$ cat src/rtl/gpio_ctrl_v2.sv
// Wishbone GPIO controller: per-pin output enable, atomic set/clear/toggle,
// synchronised inputs and per-pin edge/level interrupts with a W1C status register.
module gpio_ctrl_v2 #(
  parameter int              GW          = 32,
  parameter int              SYNC_STAGES = 2,
  parameter logic [GW-1:0]   RST_OUT     = '0,
  parameter logic [GW-1:0]   RST_OE      = '0
) (
  input  logic          wb_clk_i,
  input  logic          wb_rst_i,
  input  logic          wb_cyc_i,
  input  logic          wb_stb_i,
  input  logic          wb_we_i,
  input  logic [5:0]    wb_adr_i,
  input  logic [3:0]    wb_sel_i,
  input  logic [31:0]   wb_dat_i,
  output logic [31:0]   wb_dat_o,
  output logic          wb_ack_o,
  output logic          wb_err_o,
  output logic          wb_inta_o,
  input  logic [GW-1:0] i_gpio,
  output logic [GW-1:0] o_gpio,
  output logic [GW-1:0] en_gpio
);

  logic [SYNC_STAGES*GW-1:0] sync_chain_reg;
  logic [GW-1:0] sync_val;
  logic [GW-1:0] prev_reg;
  logic [GW-1:0] out_reg, out_next;
  logic [GW-1:0] oe_reg, oe_next;
  logic [GW-1:0] inte_reg, inte_next;
  logic [GW-1:0] ptrig_reg, ptrig_next;
  logic [GW-1:0] edge_reg, edge_next;
  logic [GW-1:0] ints_reg, ints_next;
  logic [GW-1:0] irq_hit;
  logic [GW-1:0] w1c_bits;
  logic          ack_reg, ack_next;
  logic          err_reg, err_next;
  logic          inta_reg;
  logic [31:0]   dat_reg, dat_next;

  logic          accept;
  logic          wr_en;
  logic          mapped;
  logic [5:0]    reg_off;
  logic [31:0]   byte_mask;
  logic [31:0]   wr_data;
  logic [31:0]   rd_word;
  logic [GW-1:0] wmask;
  logic [GW-1:0] wdat;

  assign sync_val = sync_chain_reg[SYNC_STAGES*GW-1 -: GW];

  // Interrupt condition per pin, from synchronised value and its one-cycle history
  for (genvar gi = 0; gi < GW; gi++) begin : g_irq
    logic hit_edge;
    logic hit_level;
    assign hit_edge    = ptrig_reg[gi] ? (sync_val[gi] & ~prev_reg[gi])
                                       : (~sync_val[gi] & prev_reg[gi]);
    assign hit_level   = ptrig_reg[gi] ? sync_val[gi] : ~sync_val[gi];
    assign irq_hit[gi] = inte_reg[gi] & (edge_reg[gi] ? hit_edge : hit_level);
  end

  always_comb begin
    byte_mask  = {{8{wb_sel_i[3]}}, {8{wb_sel_i[2]}}, {8{wb_sel_i[1]}}, {8{wb_sel_i[0]}}};
    wr_data    = wb_dat_i & byte_mask;
    wmask      = byte_mask[GW-1:0];
    wdat       = wr_data[GW-1:0];
    accept     = wb_cyc_i & wb_stb_i & ~ack_reg & ~err_reg;
    wr_en      = accept & wb_we_i;
    reg_off    = wb_adr_i & 6'h3C;
    out_next   = out_reg;
    oe_next    = oe_reg;
    inte_next  = inte_reg;
    ptrig_next = ptrig_reg;
    edge_next  = edge_reg;
    w1c_bits   = '0;
    rd_word    = '0;
    mapped     = 1'b1;
    case (reg_off)
      6'h00: rd_word[GW-1:0] = sync_val;
      6'h04: begin
        rd_word[GW-1:0] = out_reg;
        if (wr_en) out_next = (out_reg & ~wmask) | wdat;
      end
      6'h08: begin
        rd_word[GW-1:0] = oe_reg;
        if (wr_en) oe_next = (oe_reg & ~wmask) | wdat;
      end
      6'h0C: if (wr_en) out_next = out_reg | wdat;
      6'h10: if (wr_en) out_next = out_reg & ~wdat;
      6'h14: if (wr_en) out_next = out_reg ^ wdat;
      6'h18: begin
        rd_word[GW-1:0] = inte_reg;
        if (wr_en) inte_next = (inte_reg & ~wmask) | wdat;
      end
      6'h1C: begin
        rd_word[GW-1:0] = ptrig_reg;
        if (wr_en) ptrig_next = (ptrig_reg & ~wmask) | wdat;
      end
      6'h20: begin
        rd_word[GW-1:0] = edge_reg;
        if (wr_en) edge_next = (edge_reg & ~wmask) | wdat;
      end
      6'h24: begin
        rd_word[GW-1:0] = ints_reg;
        if (wr_en) w1c_bits = wdat;
      end
      default: mapped = 1'b0;
    endcase
    // A new interrupt condition overrides a simultaneous W1C on the same bit
    ints_next = (ints_reg & ~w1c_bits) | irq_hit;
    ack_next  = accept & mapped;
    err_next  = accept & ~mapped;
    dat_next  = (accept & mapped) ? rd_word : 32'h0;
  end

  always_ff @(posedge wb_clk_i or posedge wb_rst_i) begin
    if (wb_rst_i) begin
      sync_chain_reg <= '0;
      prev_reg       <= '0;
      out_reg        <= RST_OUT;
      oe_reg         <= RST_OE;
      inte_reg       <= '0;
      ptrig_reg      <= '0;
      edge_reg       <= '0;
      ints_reg       <= '0;
      ack_reg        <= 1'b0;
      err_reg        <= 1'b0;
      inta_reg       <= 1'b0;
      dat_reg        <= '0;
    end else begin
      sync_chain_reg <= {sync_chain_reg[(SYNC_STAGES-1)*GW-1:0], i_gpio};
      prev_reg       <= sync_val;
      out_reg        <= out_next;
      oe_reg         <= oe_next;
      inte_reg       <= inte_next;
      ptrig_reg      <= ptrig_next;
      edge_reg       <= edge_next;
      ints_reg       <= ints_next;
      ack_reg        <= ack_next;
      err_reg        <= err_next;
      inta_reg       <= |ints_reg;
      dat_reg        <= dat_next;
    end
  end

  assign wb_dat_o  = dat_reg;
  assign wb_ack_o  = ack_reg;
  assign wb_err_o  = err_reg;
  assign wb_inta_o = inta_reg;
  assign o_gpio    = out_reg;
  assign en_gpio   = oe_reg;

endmodule

$ cat config.mk
export PLATFORM = sky130hd
export DESIGN_NAME = gpio_ctrl_v2
export DESIGN_NICKNAME = d
export VERILOG_FILES = /design/src/rtl/gpio_ctrl_v2.sv
export SDC_FILE = /design/constraint.sdc
export NUM_CORES = 1
export LEC_CHECK = 0
export BUFFER_PORTS_ARGS = -buffer_cell sky130_fd_sc_hd__buf_2
export CAP_MARGIN = 10
export CORE_ASPECT_RATIO = 1.5
export CORE_MARGIN = 2
export CORE_UTILIZATION = 62
export DETAILED_ROUTE_END_ITERATION = 8
export GPL_TIMING_DRIVEN = 0
export PLACE_DENSITY = 0.82
export SLEW_MARGIN = 10
export SYNTH_ARGS = -nofsm -noshare
export SYNTH_HDL_FRONTEND = slang
export SYNTH_SLANG_ARGS = --single-unit
$ cat constraint.sdc
create_clock -name wb_clk_i -period 31.9 [get_ports wb_clk_i]
set_input_delay 6.38 -clock wb_clk_i [delete_from_list [all_inputs] [get_ports wb_clk_i]]
set_output_delay 6.38 -clock wb_clk_i [all_outputs]
set_load 0.005 [all_outputs]
==> out/results.ini, run 1 <==
[status]
status = finished clean

[finish]
fillCellCount = 1511
drive_above_1_share_pct = 29.6
final_nets = 1354
area_growth_pct = 15.9
stdcell_area_um2 = 16000

[setup_path]
arrival_ns = 8.59
worst-path-max-fanout = 10
cpMostUsedCell = buf_2
worstPathCellList = buf_2, buf_2, nor3_1, clkbuf_1, a22oi_1, a31oi_1
crit_path_end_kind = flop
crit_type = primary input to flop
path_delay_family = buffers and inverters
critical_path_required_ns = 32.33
startpoint_type = primary input
path_buf_inv = 3
cp_slowest_cell = nor3_1
worst_path_largest_cell_delay_ns = 0.68

[timing]
drv_slew = 0
min_period_ns = 8.15
maxSlewHeadroom_pct = 41.7
rsz0062_at_grt = false
setup_tns_ns = 0
fin_crit_sh_pct = 25.6
timing.final.hold_violations = 0
fmax_mhz = 123
finalClockSkew_ns = 0.00869
worstMarginPinSlew_ns = 0.875
finalSetupViolCount = 0

[synthesis]
synth_top_family_by_area = compound AO/OA/AOI/OAI gates
synth-edff-count = 0
synth_flop_cell = dfrtp_1
seq_area_frac_synth_pct = 58.6
async_flop_share_pct = 100
ys_types = 45
synth_xor_area_share_pct = 3.94
yosys_warnings = 0
yosys.area.top_type = dfrtp_1
synthDominantCellAreaShare_pct = 58.6
syn_inst = 1040
synth_fa_ha_area_share_pct = 2.90
synth_area_um2 = 13800
ys_ff_latch = 323
synthMuxAreaShare_pct = 10.4
syn_nets = 1151
synth_compound_area_share_pct = 13.9
synth_area_leaders = dfrtp_1 (59%), mux2_2 (8.2%), xnor2_1 (3.9%)
avgSynthCellArea_um2 = 13.3
synthSimpleGateAreaFrac_pct = 8.18

[global_route]
antenna_found_initial = 4
grt.total_usage_pct = 31.5
grt_pass1_wl_um = 58400
first_global_vias = 10700
grt-ovfl-total = 0
grt_max_degree = 124

[routing]
dr_total_vias = 10200
drt_iter0_drc = 992
vias_per_cell = 6.61
wl_per_cell_um = 23.9
postRouteAntennaNets = 0
first_pass_iters = 6
drc = 0
wirelength_um = 36900

[cts]
cts_hold_buf = 0
insertion_delay_ns = 0.56
cts_sinks = 323
clockRootBuffer = clkbuf_16
cts-buffers-inserted = 29
clock_path_buffers = 3
cts_tree = yes
htreeDepth = 1
cts_resized = 0
cts_setup_buffers = 0
clk_pin_slew_worst_paths_ns = 0.06

[floorplanning]
dieArea_um2 = 23500
core_area_um2 = 21800
start_util_pct = 63.3
die-width_um = 126
die_h_um = 187
row_count = 66
io_pins = 178

[power]
powerDensity_nw_per_um2 = 59.8
vdd_drop_max_uv = 43.9
p_leak_nw = 7.26

[flow_run]
timing.max_cap.violations = 0

[placement]
place_congestion = 0.931
io_buffers = 170
dp_hpwl_um = 25200
placed_area_um2 = 15100

[hold_path]
hold_path_class = flop to flop

cells in the mapped netlist (2+ instances only):
master	instances
buf_2	18
nor2_4	5
nor3b_2	2
a22oi_1	64
a32o_1	31
xnor2_1	62
a21oi_1	5
a31oi_1	32
nand2_1	97
or4_1	4
a22o_1	33
mux2_2	101
nor4b_2	3
nor4_1	8
nand3b_1	9
nand3_1	35
nand4_1	2
o211ai_1	8
dfrtp_1	323
o221ai_1	24
ha_1	32
nand3_2	5
inv_1	2
nor2_8	4
and4bb_1	2
buf_1	3
nor2b_1	3
mux2_1	27
and3_1	2
buf_4	5
a222oi_1	32
nor2_2	7
nor3_1	2
clkbuf_1	37
routing by layer:
layer  GRT usage, %  part of all wire, %  vias up
met5              0                    0        -
met1           39.5                   36     5151
met2           52.6                   50      553
met4           15.9                  5.2        0
met3           5.76                  9.1      125
li1               -                    -     4371
placed cells by master (no fill, tap or decap), types with 2 or more instances in the layout:
master	n
a32o_1	31
a31oi_1	32
nor4_1	8
nor2_4	5
buf_4	5
nor2_8	4
nand3_2	5
nor3b_2	2
clkinv_2	9
diode_2	5
o211ai_1	8
nor2b_1	3
or4_1	4
and3_1	2
a22oi_1	64
dfrtp_1	323
and4bb_1	2
nand4_1	2
o221ai_1	24
buf_2	188
mux2_2	101
clkbuf_8	4
nand3b_1	9
a22o_1	33
nand2_1	97
buf_1	3
clkbuf_1	43
a21oi_1	5
ha_1	32
bufinv_16	2
clkbuf_16	29
nor4b_2	3
a222oi_1	32
buf_16	2
nor2_2	7
xnor2_1	62
nor3_1	2
mux2_1	27
nand3_1	35
logic make-up after synthesis:
logic type | count (synthesis)
mux | 128
flops | 323
simple gates | 198
buf+inv | 65
xor+xnor | 62
compound gates | 232
fa+ha+maj | 32
worst paths after layout:
| path | slack (ns) | depth (start not counted) | end | from |
|---|---|---|---|---|
| max in group asynchronous | 24.93 | 3 | async pin | wb_rst_i |
| setup / recovery | 23.75 | 6 | wb_dat_o[20] | wb_adr_i[4] |
| hold reg to reg | 0.35 | 0 | sync_chain_reg[59] | sync_chain_reg[27] |
| min in group asynchronous | 5.93 | 2 | async pin | wb_rst_i |
| hold / removal | 0.35 | 0 | sync_chain_reg[59] | sync_chain_reg[27] |
| setup reg to reg | 29.75 | 5 | flop | wb_err_o |
per-stage QoR:
| stage | instances | hold WS, ns | setup slack, ns | total power, mW | utilization [%] |
|---|---|---|---|---|---|
| final | 1542 | 0.346 | 23.75 | 0.956 | 73.4 |
| after global routing | 1540 | 0.349 | 23.72 | 0.994 | 73.4 |
| after CTS | 1537 | 0.349 | 23.83 | 0.957 | 73.3 |
| after detailed placement | 1484 | 0.335 | 23.26 | 0.615 | 69.0 |
| after global placement | 1482 | 0.331 | 13.54 | 0.608 | 68.8 |
| after floorplan | 1040 | 0.331 | 16.58 | 0.563 | - |
cell type report:
| type | instances | area (um2) | area share, % |
|---|---|---|---|
| clock buffers | 39 | 803 | 5.02 |
| flip-flops and latches | 323 | 8080 | 50.5 |
| multi-input cells | 652 | 5430 | 33.9 |
| well taps | 272 | 340 | 2.13 |
| clock inverters | 14 | 130 | 0.813 |
| inverters | 2 | 15.0 | 0.0939 |
| plain buffers | 63 | 278 | 1.74 |
| repair buffers | 172 | 906 | 5.66 |
| diodes | 5 | 12.5 | 0.0782 |
where the power goes:
group / internal [mW] / switching (mW)
clock: 0.193 / 0.153
sequential: 0.455 / 0.0466
combinational: 0.0569 / 0.0521
total: 0.705 / 0.251
No activity file was read; power rests on OpenSTA's default activity.
==> inputs of run 2 (changes only) <==
CORE_UTILIZATION = 58   (was 62)
PLACE_DENSITY = 0.77   (was 0.82)
clock period = 8.31 ns   (was 31.9 ns; I/O delays follow)
==> out/results.ini, run 2 (same netlist as run 1, synthesis figures left out) <==
[power]
power_mw = 3.88
p_leak_nw = 7.39
vdd_drop_max_uv = 195
powerDensity_nw_per_um2 = 238

[setup_path]
cp_slowest_cell = clkbuf_1
worst-path-max-fanout = 10
rr_startpoint = wb_err_o
arrival_ns = 3.98
startpoint_type = primary input
path_delay_family = buffers and inverters
reg2reg_slack_ns = 6.15
crit_type = primary input to flop
cpMostUsedCell = buf_2
worstPathCellList = buf_2, buf_2, nor3_1, clkbuf_1, a22oi_1, a31oi_1
reg2regPathDepth = 5
path_buf_inv = 3
crit_path_end_kind = flop
worst_path_largest_cell_delay_ns = 0.72
critical_path_required_ns = 8.76

[floorplanning]
die_h_um = 193
io_pins = 178
start_util_pct = 58.5
dieArea_um2 = 25100
core_area_um2 = 23600
die-width_um = 130
row_count = 69

[hold_path]
whs_path_depth = 0
min_to = sync_chain_reg[56]
hold_path_class = flop to flop
hold_path.startpoint = sync_chain_reg[24]

[timing]
finalClockSkew_ns = 0.0160
fmax_mhz = 283
worst_hold_slack_ns = 0.341
finalSetupViolCount = 0
timing.final.hold_violations = 0
min_period_ns = 3.53
fin_crit_sh_pct = 42.5
maxSlewHeadroom_pct = 35.8
setup_tns_ns = 0
rsz0062_at_grt = false
drv_slew = 0
worstMarginPinSlew_ns = 0.963

[cts]
clock_path_buffers = 3
cts_tree = yes
cts-buffers-inserted = 30
cts_sinks = 323
cts_resized = 0
cts_hold_buf = 0
htreeDepth = 1
cts_setup_buffers = 0
clockRootBuffer = clkbuf_16
insertion_delay_ns = 0.58
clk_pin_slew_worst_paths_ns = 0.06

[finish]
layout_commonest_cell = dfrtp_1
final_nets = 1362
fillCellCount = 1647
drive_above_1_share_pct = 30.0
n_antenna_cell = 0
stdcell_count = 1594
mostFrequentLayoutCells = dfrtp_1 (323), buf_2 (188), mux2_2 (101)
area_growth_pct = 18.4

[routing]
first_pass_iters = 6
drt_iter0_drc = 946
drc = 0
dr_total_vias = 10400
postRouteAntennaNets = 0
wl_per_cell_um = 24.0
vias_per_cell = 6.49
wirelength_um = 38300

[placement]
place_inst = 1538
io_buffers = 170
dp_hpwl_um = 26200
place_congestion = 0.930

[global_route]
grt.total_usage_pct = 30.9
antenna_found_initial = 3
grt_max_degree = 39
grt-ovfl-total = 0
grt_pass1_wl_um = 58900
first_global_vias = 10600

[status]
status = finished clean

[flow_run]
timing.max_cap.violations = 0

[run 2: worst max path at each step]
stage / startpoint / slack [ns] / to / cells past startpoint
final: wb_adr_i[4] / 4.78 / wb_dat_o[13] / 6
after global routing: wb_adr_i[4] / 4.75 / wb_dat_o[0] / 6
after CTS: wb_adr_i[4] / 4.92 / wb_dat_o[13] / 6
after global placement: wb_rst_i / 0.66 / sync_chain_reg[34] / 2
after floorplan: wb_rst_i / 2.34 / async pin / 1
after detailed placement: wb_adr_i[4] / 4.33 / wb_dat_o[13] / 6
[run 2: per-stage QoR]
stage	setup slack, ns	instance area, um2	utilization [%]
final	4.78	16300	69.3
after detailed placement	4.33	15200	64.6
after floorplan	2.34	13800	-
after CTS	4.92	16300	69.3
after global routing	4.75	16300	69.3
after global placement	0.660	15100	63.9
[run 2: routing by layer]
layer,up-vias,GRT usage [%],wire length [um]
met4,6,18.4,2480
met3,173,5.07,2850
met1,5199,38.9,14000
li1,4391,-,-
met2,582,50.3,18900
met5,-,0,39
[run 2: worst register-to-register path, stage by stage (launching register included)]
cell      delay, ns
dfrtp_1        0.37
and4bb_1       0.26
buf_4          0.19
nand3_2        0.22
nor2_2         0.59
mux2_2         0.42
[run 2: cell type report]
class / count / area, um2 / share of cell area, %
multi-input cells: 652 / 5430 / 33.2
well taps: 319 / 399 / 2.44
plain buffers: 63 / 278 / 1.70
inverters: 2 / 11.3 / 0.0689
repair buffers: 179 / 1030 / 6.31
flip-flops and latches: 323 / 8080 / 49.5
clock inverters: 12 / 219 / 1.34
clock buffers: 44 / 885 / 5.42
[run 2: report_power, final]
| group | switching [mW] | internal (mW) |
|---|---|---|
| clock network | 0.598 | 0.923 |
| registers | 0.186 | 1.75 |
| logic | 0.205 | 0.225 |
